--- config.mk ---
export PLATFORM = sky130hd
export DESIGN_NAME = pt2262_encoder
export DESIGN_NICKNAME = d
export VERILOG_FILES = /design/src/rtl/pt2262_encoder.sv
export SDC_FILE = /design/constraint.sdc
export NUM_CORES = 1
export LEC_CHECK = 0
export ABC_AREA = 1
export CORE_AREA = 2 2 96 98
export CTS_CLUSTER_DIAMETER = 40
export DETAILED_ROUTE_END_ITERATION = 16
export DIE_AREA = 0 0 98 100
export GPL_TIMING_DRIVEN = 0
export HOLD_SLACK_MARGIN = 0.15
export PLACE_DENSITY = 0.66
export SYNTH_ARGS = -nofsm -noshare
export SYNTH_HDL_FRONTEND = slang
export SYNTH_SLANG_ARGS = --single-unit
--- constraint.sdc ---
create_clock -name clk -period 2 [get_ports clk]
set_clock_uncertainty 0.15 [all_clocks]
set_input_delay 0.2 -clock clk [delete_from_list [all_inputs] [get_ports clk]]
set_output_delay 0.2 -clock clk [all_outputs]
set_load 0.01 [all_outputs]
--- src/rtl/pt2262_encoder.sv ---
// pt2262_encoder: PT2262-style tri-state code-word encoder.
// Serialises twelve 2-bit symbols plus a sync pulse onto dout.
// The frame is repeated REPEAT times for each start request.
//
// Optional feature macro: PT2262_CONT_TX_EN
//   When defined, frames keep repeating past REPEAT for as long as tx_start is
//   still high at the end of each sync. The frame in progress always completes.
//   When undefined, exactly REPEAT frames are sent per start. A tx_start that is
//   high at the final sync end begins a fresh run at once.
//
// state    | meaning
// ---------+--------------------------------------------------------------
// S_IDLE   | line low, waiting for tx_start
// S_SYMBOL | two 16-alpha pulse cycles for the symbol at r_shift[23:22]
// S_SYNC   | 4 alpha high, 124 alpha low, then next frame / finish

module pt2262_encoder #(
    parameter int ALPHA_DIV = 4,
    parameter int REPEAT    = 4
) (
    input  logic        clk,
    input  logic        rst,
    input  logic        tx_start,
    input  logic [23:0] code_word,
    output logic        busy,
    output logic        done,
    output logic        dout
);

    localparam int PRE_W = (ALPHA_DIV > 1) ? $clog2(ALPHA_DIV) : 1;
    localparam int FRM_W = $clog2(REPEAT + 1);

    localparam logic [PRE_W-1:0] PRE_LAST   = PRE_W'(ALPHA_DIV - 1);
    localparam logic [FRM_W-1:0] FRM_REPEAT = FRM_W'(REPEAT);

    typedef enum logic [1:0] {
        S_IDLE   = 2'd0,
        S_SYMBOL = 2'd1,
        S_SYNC   = 2'd2
    } state_t;

    state_t             r_state;
    logic [PRE_W-1:0]   r_pre;
    logic [6:0]         r_aidx;
    logic [3:0]         r_sym;
    logic [FRM_W-1:0]   r_frame;
    logic [23:0]        r_shift;
    logic [23:0]        r_latch;
    logic               r_dout;
    logic               r_done;

    state_t             w_state_nxt;
    logic [PRE_W-1:0]   w_pre_nxt;
    logic [6:0]         w_aidx_nxt;
    logic [3:0]         w_sym_nxt;
    logic [FRM_W-1:0]   w_frame_nxt;
    logic [23:0]        w_shift_nxt;
    logic [23:0]        w_latch_nxt;
    logic               w_done_nxt;
    logic               w_dout_nxt;

    logic               w_alpha_end;
    logic               w_sym_end;
    logic               w_sync_end;
    logic [FRM_W-1:0]   w_frame_inc;
    logic               w_wide;

    assign w_alpha_end = (r_pre == PRE_LAST);
    assign w_sym_end   = w_alpha_end && (r_aidx == 7'd31);
    assign w_sync_end  = w_alpha_end && (r_aidx == 7'd127);
    assign w_frame_inc = r_frame + FRM_W'(1);

    // State and datapath registers; dout is registered from the next position
    always_ff @(posedge clk or posedge rst) begin
        if (rst) begin
            r_state <= S_IDLE;
            r_pre   <= '0;
            r_aidx  <= '0;
            r_sym   <= '0;
            r_frame <= '0;
            r_shift <= '0;
            r_latch <= '0;
            r_dout  <= 1'b0;
            r_done  <= 1'b0;
        end else begin
            r_state <= w_state_nxt;
            r_pre   <= w_pre_nxt;
            r_aidx  <= w_aidx_nxt;
            r_sym   <= w_sym_nxt;
            r_frame <= w_frame_nxt;
            r_shift <= w_shift_nxt;
            r_latch <= w_latch_nxt;
            r_dout  <= w_dout_nxt;
            r_done  <= w_done_nxt;
        end
    end

    // Next-state and counter sequencing
    always_comb begin
        w_state_nxt = r_state;
        w_pre_nxt   = r_pre;
        w_aidx_nxt  = r_aidx;
        w_sym_nxt   = r_sym;
        w_frame_nxt = r_frame;
        w_shift_nxt = r_shift;
        w_latch_nxt = r_latch;
        w_done_nxt  = 1'b0;

        case (r_state)
            S_IDLE: begin
                if (tx_start) begin
                    w_state_nxt = S_SYMBOL;
                    w_shift_nxt = code_word;
                    w_latch_nxt = code_word;
                    w_pre_nxt   = '0;
                    w_aidx_nxt  = '0;
                    w_sym_nxt   = '0;
                    w_frame_nxt = '0;
                end
            end

            S_SYMBOL: begin
                if (w_alpha_end) begin
                    w_pre_nxt  = '0;
                    w_aidx_nxt = r_aidx + 7'd1;
                end else begin
                    w_pre_nxt  = r_pre + PRE_W'(1);
                end
                if (w_sym_end) begin
                    w_aidx_nxt  = '0;
                    w_shift_nxt = {r_shift[21:0], 2'b00};
                    if (r_sym == 4'd11) begin
                        w_sym_nxt   = '0;
                        w_state_nxt = S_SYNC;
                    end else begin
                        w_sym_nxt   = r_sym + 4'd1;
                    end
                end
            end

            S_SYNC: begin
                if (w_alpha_end) begin
                    w_pre_nxt  = '0;
                    w_aidx_nxt = r_aidx + 7'd1;
                end else begin
                    w_pre_nxt  = r_pre + PRE_W'(1);
                end
                if (w_sync_end) begin
                    w_aidx_nxt = '0;
                    w_sym_nxt  = '0;
                    if (w_frame_inc < FRM_REPEAT) begin
                        // Repeat frames come from the latched copy, never the live input
                        w_frame_nxt = w_frame_inc;
                        w_shift_nxt = r_latch;
                        w_state_nxt = S_SYMBOL;
                    end else begin
`ifdef PT2262_CONT_TX_EN
                        if (tx_start) begin
                            // Frame counter stays saturated while continuing
                            w_shift_nxt = r_latch;
                            w_state_nxt = S_SYMBOL;
                        end else begin
                            w_done_nxt  = 1'b1;
                            w_frame_nxt = '0;
                            w_shift_nxt = '0;
                            w_state_nxt = S_IDLE;
                        end
`else
                        w_done_nxt = 1'b1;
                        if (tx_start) begin
                            // Back-to-back run: latch the new word without passing through idle
                            w_shift_nxt = code_word;
                            w_latch_nxt = code_word;
                            w_frame_nxt = '0;
                            w_state_nxt = S_SYMBOL;
                        end else begin
                            w_frame_nxt = '0;
                            w_shift_nxt = '0;
                            w_state_nxt = S_IDLE;
                        end
`endif
                    end
                end
            end

            default: begin
                w_state_nxt = S_IDLE;
                w_pre_nxt   = '0;
                w_aidx_nxt  = '0;
                w_sym_nxt   = '0;
                w_frame_nxt = '0;
            end
        endcase
    end

    // Output decode: line level for the upcoming alpha slot, plus status flags
    always_comb begin
        w_wide     = 1'b0;
        w_dout_nxt = 1'b0;
        case (w_state_nxt)
            S_SYMBOL: begin
                // '1' is wide on both pulses, 'F' only on the second; '0' and reserved stay narrow
                w_wide = (w_shift_nxt[23:22] == 2'b11) ||
                         ((w_shift_nxt[23:22] == 2'b01) && w_aidx_nxt[4]);
                w_dout_nxt = w_wide ? (w_aidx_nxt[3:0] < 4'd12)
                                    : (w_aidx_nxt[3:0] < 4'd4);
            end
            S_SYNC: begin
                w_dout_nxt = (w_aidx_nxt < 7'd4);
            end
            default: begin
                w_dout_nxt = 1'b0;
            end
        endcase

        busy = (r_state != S_IDLE);
        done = r_done;
        dout = r_dout;
    end

endmodule

==> summary.txt <==
Global route
  – Initial antenna violation count: 0
  – Total gr overflow: 0
  – Largest net degree at the start of global routing: 39
  – Number of global-route vias before repair: 3442
  – GRT Resource Usage Total: 0.214
  – First-pass GRT wire length: 16700 um

Setup path
  – Startpoint types: flip-flop
  – R2R depth: 12
  – CP required: 2120 ps
  – Arrival time at the worst endpoint: 2320 ps
  – R2R Path Start: r_aidx[1]
  – Reg2reg end: r_shift[21]
  – R2r setup slk: -200 ps
  – CP max FO: 6
  – Worst Setup End Kind: flip-flop
  – Crit Path Category: reg2reg

Clock tree
  – Clock transition at path regs: 80 ps
  – CTS Sinks: 67
  – CTS Buffer Depth: 2
  – Worst skew pair latency: 350 ps
  – H-tree depth: 3
  – # hold bufs at CTS: 0
  – CTS tree: done
  – Root buf cell: clkbuf_8
  – Total CTS buffers: 9

Yosys
  – Multiplexer share of the synthesized area: 0.0847
  – Number of synthesized register bits: 67
  – Synthesized Nets: ~450
  – Synth top area share: 0.435
  – Cells after Synth: 410
  – Syn_area_per_cell: 9.40 um2
  – Simple-Gate Fraction of Synth Area: 0.248
  – Synth Cell Area: slightly below 4000 um2
  – Largest family of logic cells by synthesized area: simple AND/OR/NAND/NOR gates
  – Post-Synth XOR/XNOR Area: 0.00454
  – Cell variety after synth: 40
  – Synth area leaders: dfrtp_1, nand2_1, mux2_4, nand3_1, a41oi_2
  – Ys Warns: 0
  – Synth Area in Compound Gates: 0.134
  – Synth area leader: dfrtp_1
  – Register area share after synthesis: 0.435
  – Post-Synth Adder-Cell Area: 0.0325

Drt
  – Routed len/inst: approximately 17 um
  – DR vias/cell: 5.55
  – Post-Route WL: 10100 um
  – Number of remaining DRC errors: 0
  – Initial DRC Count: between 200 and 250
  – Via Count: 3302
  – First-pass detailed-route iteration total: 5
  – Final ANT Viol Nets: 0

Power
  – Pwr/cell area: 1260 nW/um2
  – Tot Pwr: 0.00641 W
  – Pleak: ~2.2 nW
  – Max IR drop VDD: around 0.00057 V

Job
  – Max Cap Viol: 0

Floorplanning
  – Horiz. Die Dim: slightly below 100 um
  – Core ar.: about 8900 um2
  – Row cnt: 35
  – Effective utilization at floorplan: 0.434
  – Die area: a little under 10000 um2
  – IO Count: 30
  – Die H: around 100 um

STA
  – Slew margin rel.: 0.425
  – Hold WS: about 200 ps
  – Crit path time final: around 2200 ps
  – Worst slew pin tran: 861 ps
  – RSZ-0062 raised after global routing: yes
  – Hold Fails Final Rpt: 0
  – Max Slew Vio Count: 0
  – Final setup viols: 47
  – Final period util: 1.10
  – Max Freq: between 400 and 500 MHz
  – Final worst slack: -196 ps

Finish
  – Final net count: slightly above 500
  – Share of layout cells above drive strength 1: 0.322
  – Fill cells: 746
  – Layout area overhead: 32.2%
  – Finished Core Util: 0.573
  – Antenna diodes: 0

Placement
  – DPL Wire Length: 6420 um
  – Number of I/O port buffers: 28
  – Gpl congestion: 0.845
  – Pre-CTS setup slack: -469 ps

Worst hold path
  – Min-Delay Path Class: in2async

Run status
  – Status: finished with violations
  – Failing checks: setup timing
-- cells in the mapped netlist --
master and number:
inv_2 5, nand2_1 85, a211oi_1 1, nand2_2 5
nand3_4 1, o21ai_1 4, a41oi_1 4, o211ai_1 2
mux2_2 5, o21a_1 1, buf_2 9, nor2_2 5
nand2_4 3, o21ai_0 14, a311oi_1 2, o221ai_1 1
inv_1 22, clkinv_1 2, ha_1 10, nor2_4 1
clkbuf_1 3, nand2_8 1, nor2_8 2, a21o_1 1
buf_6 5, a41oi_2 14, nand4_1 3, a21oi_1 8
nor2_1 39, nor4_1 1, nor3_1 3, xor2_1 2
a31oi_1 5, o22ai_2 1, mux2_4 18, o21ai_4 1
buf_4 2, dfrtp_1 67, nand3_1 51, nand3_2 1
-- flip-flops by register name, summed over array words and instances (netlist names) --
register	cells
done	1
dout	1
r_aidx	7
r_frame	2
r_latch	24
r_pre	2
r_shift	24
r_state	2
r_sym	4
-- where the power goes --
group	leakage (nW)	total (W)	internal, W	switching [W]
combinational	1.24	0.00263	0.00137	0.00126
sequential	0.814	0.00240	0.00198	0.000412
clock	0.121	0.00139	0.000833	0.000558
total	2.18	0.00641	0.00419	0.00223
-- per-stage QoR --
stage          instance area (um2)  std cells  setup TNS, ps
6_report                      5090        595          -6340
5_1_grt                       5090        595         -10230
4_1_cts                       4900        584          -4150
3_5_place_dp                  4300        550         -12300
3_3_place_gp                  4280        549         -11430
2_1_floorplan                 3860        410           -136
-- metal layers --
| metal | part of all wire | GRT usage | up-vias |
|---|---|---|---|
| li1 | - | - | 1547 |
| met1 | 0.44 | 0.283 | 1628 |
| met2 | 0.49 | 0.349 | 104 |
| met3 | 0.047 | 0.0397 | 23 |
| met4 | 0.024 | 0.0876 | 0 |
| met5 | 0 | 0 | - |
-- cell families (layout without fill, tap and decap cells) --
| family | after synthesis | after routing |
|---|---|---|
| AND/OR/NAND/NOR | 201 | 201 |
| flip-flops | 67 | 67 |
| XOR/XNOR | 2 | 2 |
| adder cells (fa/ha/maj) | 10 | 10 |
| multiplexers | 23 | 23 |
| AO/OA/AOI/OAI | 59 | 59 |
| buffers and inverters | 48 | 122 |
-- cells in the final DEF, fill, tap and decap left out, drive strengths merged, types with 5 or more instances in the layout --
cell,synthesis,final
nand2,94,94
clkdlybuf4s50,0,27
clkbuf,3,15
buf,16,44
dfrtp,67,67
nand3,53,53
a41oi,18,18
a21oi,8,8
o21ai,19,19
nor2,47,47
inv,27,26
mux2,23,23
a31oi,5,5
ha,10,10
-- timing repair --
action	CTS	global route
gates resized for setup	51	22
setup buffers	17	12
gates cloned	1	1
pin swaps	15	10
setup endpoints to repair	48	53
-- layout make-up --
cell class	instances	area [um2]	share of cell area
multi-input combinational	295	2150	0.422
sequential	67	1680	0.329
timing repair buffer	59	589	0.116
buffer	18	174	0.0341
tap	111	139	0.0273
clock buffer	10	128	0.0250
inverter	29	126	0.0248
clock inverter	6	113	0.0221
-- worst max path at each step --
| stage | from | end | cells past startpoint |
|---|---|---|---|
| finish | r_aidx[1] | r_shift[21] | 12 |
| global route | r_aidx[1] | r_shift[12] | 12 |
| CTS | r_pre[0] | dout | 17 |
| detailed placement | r_state[0] | dout | 15 |
| global placement | r_state[0] | dout | 15 |
| floorplan | r_pre[0] | dout | 15 |
-- worst max-delay path, cell delays in order (launching register included) --
cell and delay (ps):
dfrtp_1 420, ha_4 190, nand2_1 100, nor2_4 170
nand2_4 110, nand2_8 90, buf_6 110, buf_4 110
nand2_4 60, nor2_8 220, clkbuf_16 180, nor2_1 40
a41oi_2 150
Power figures use the tool's default switching activity.
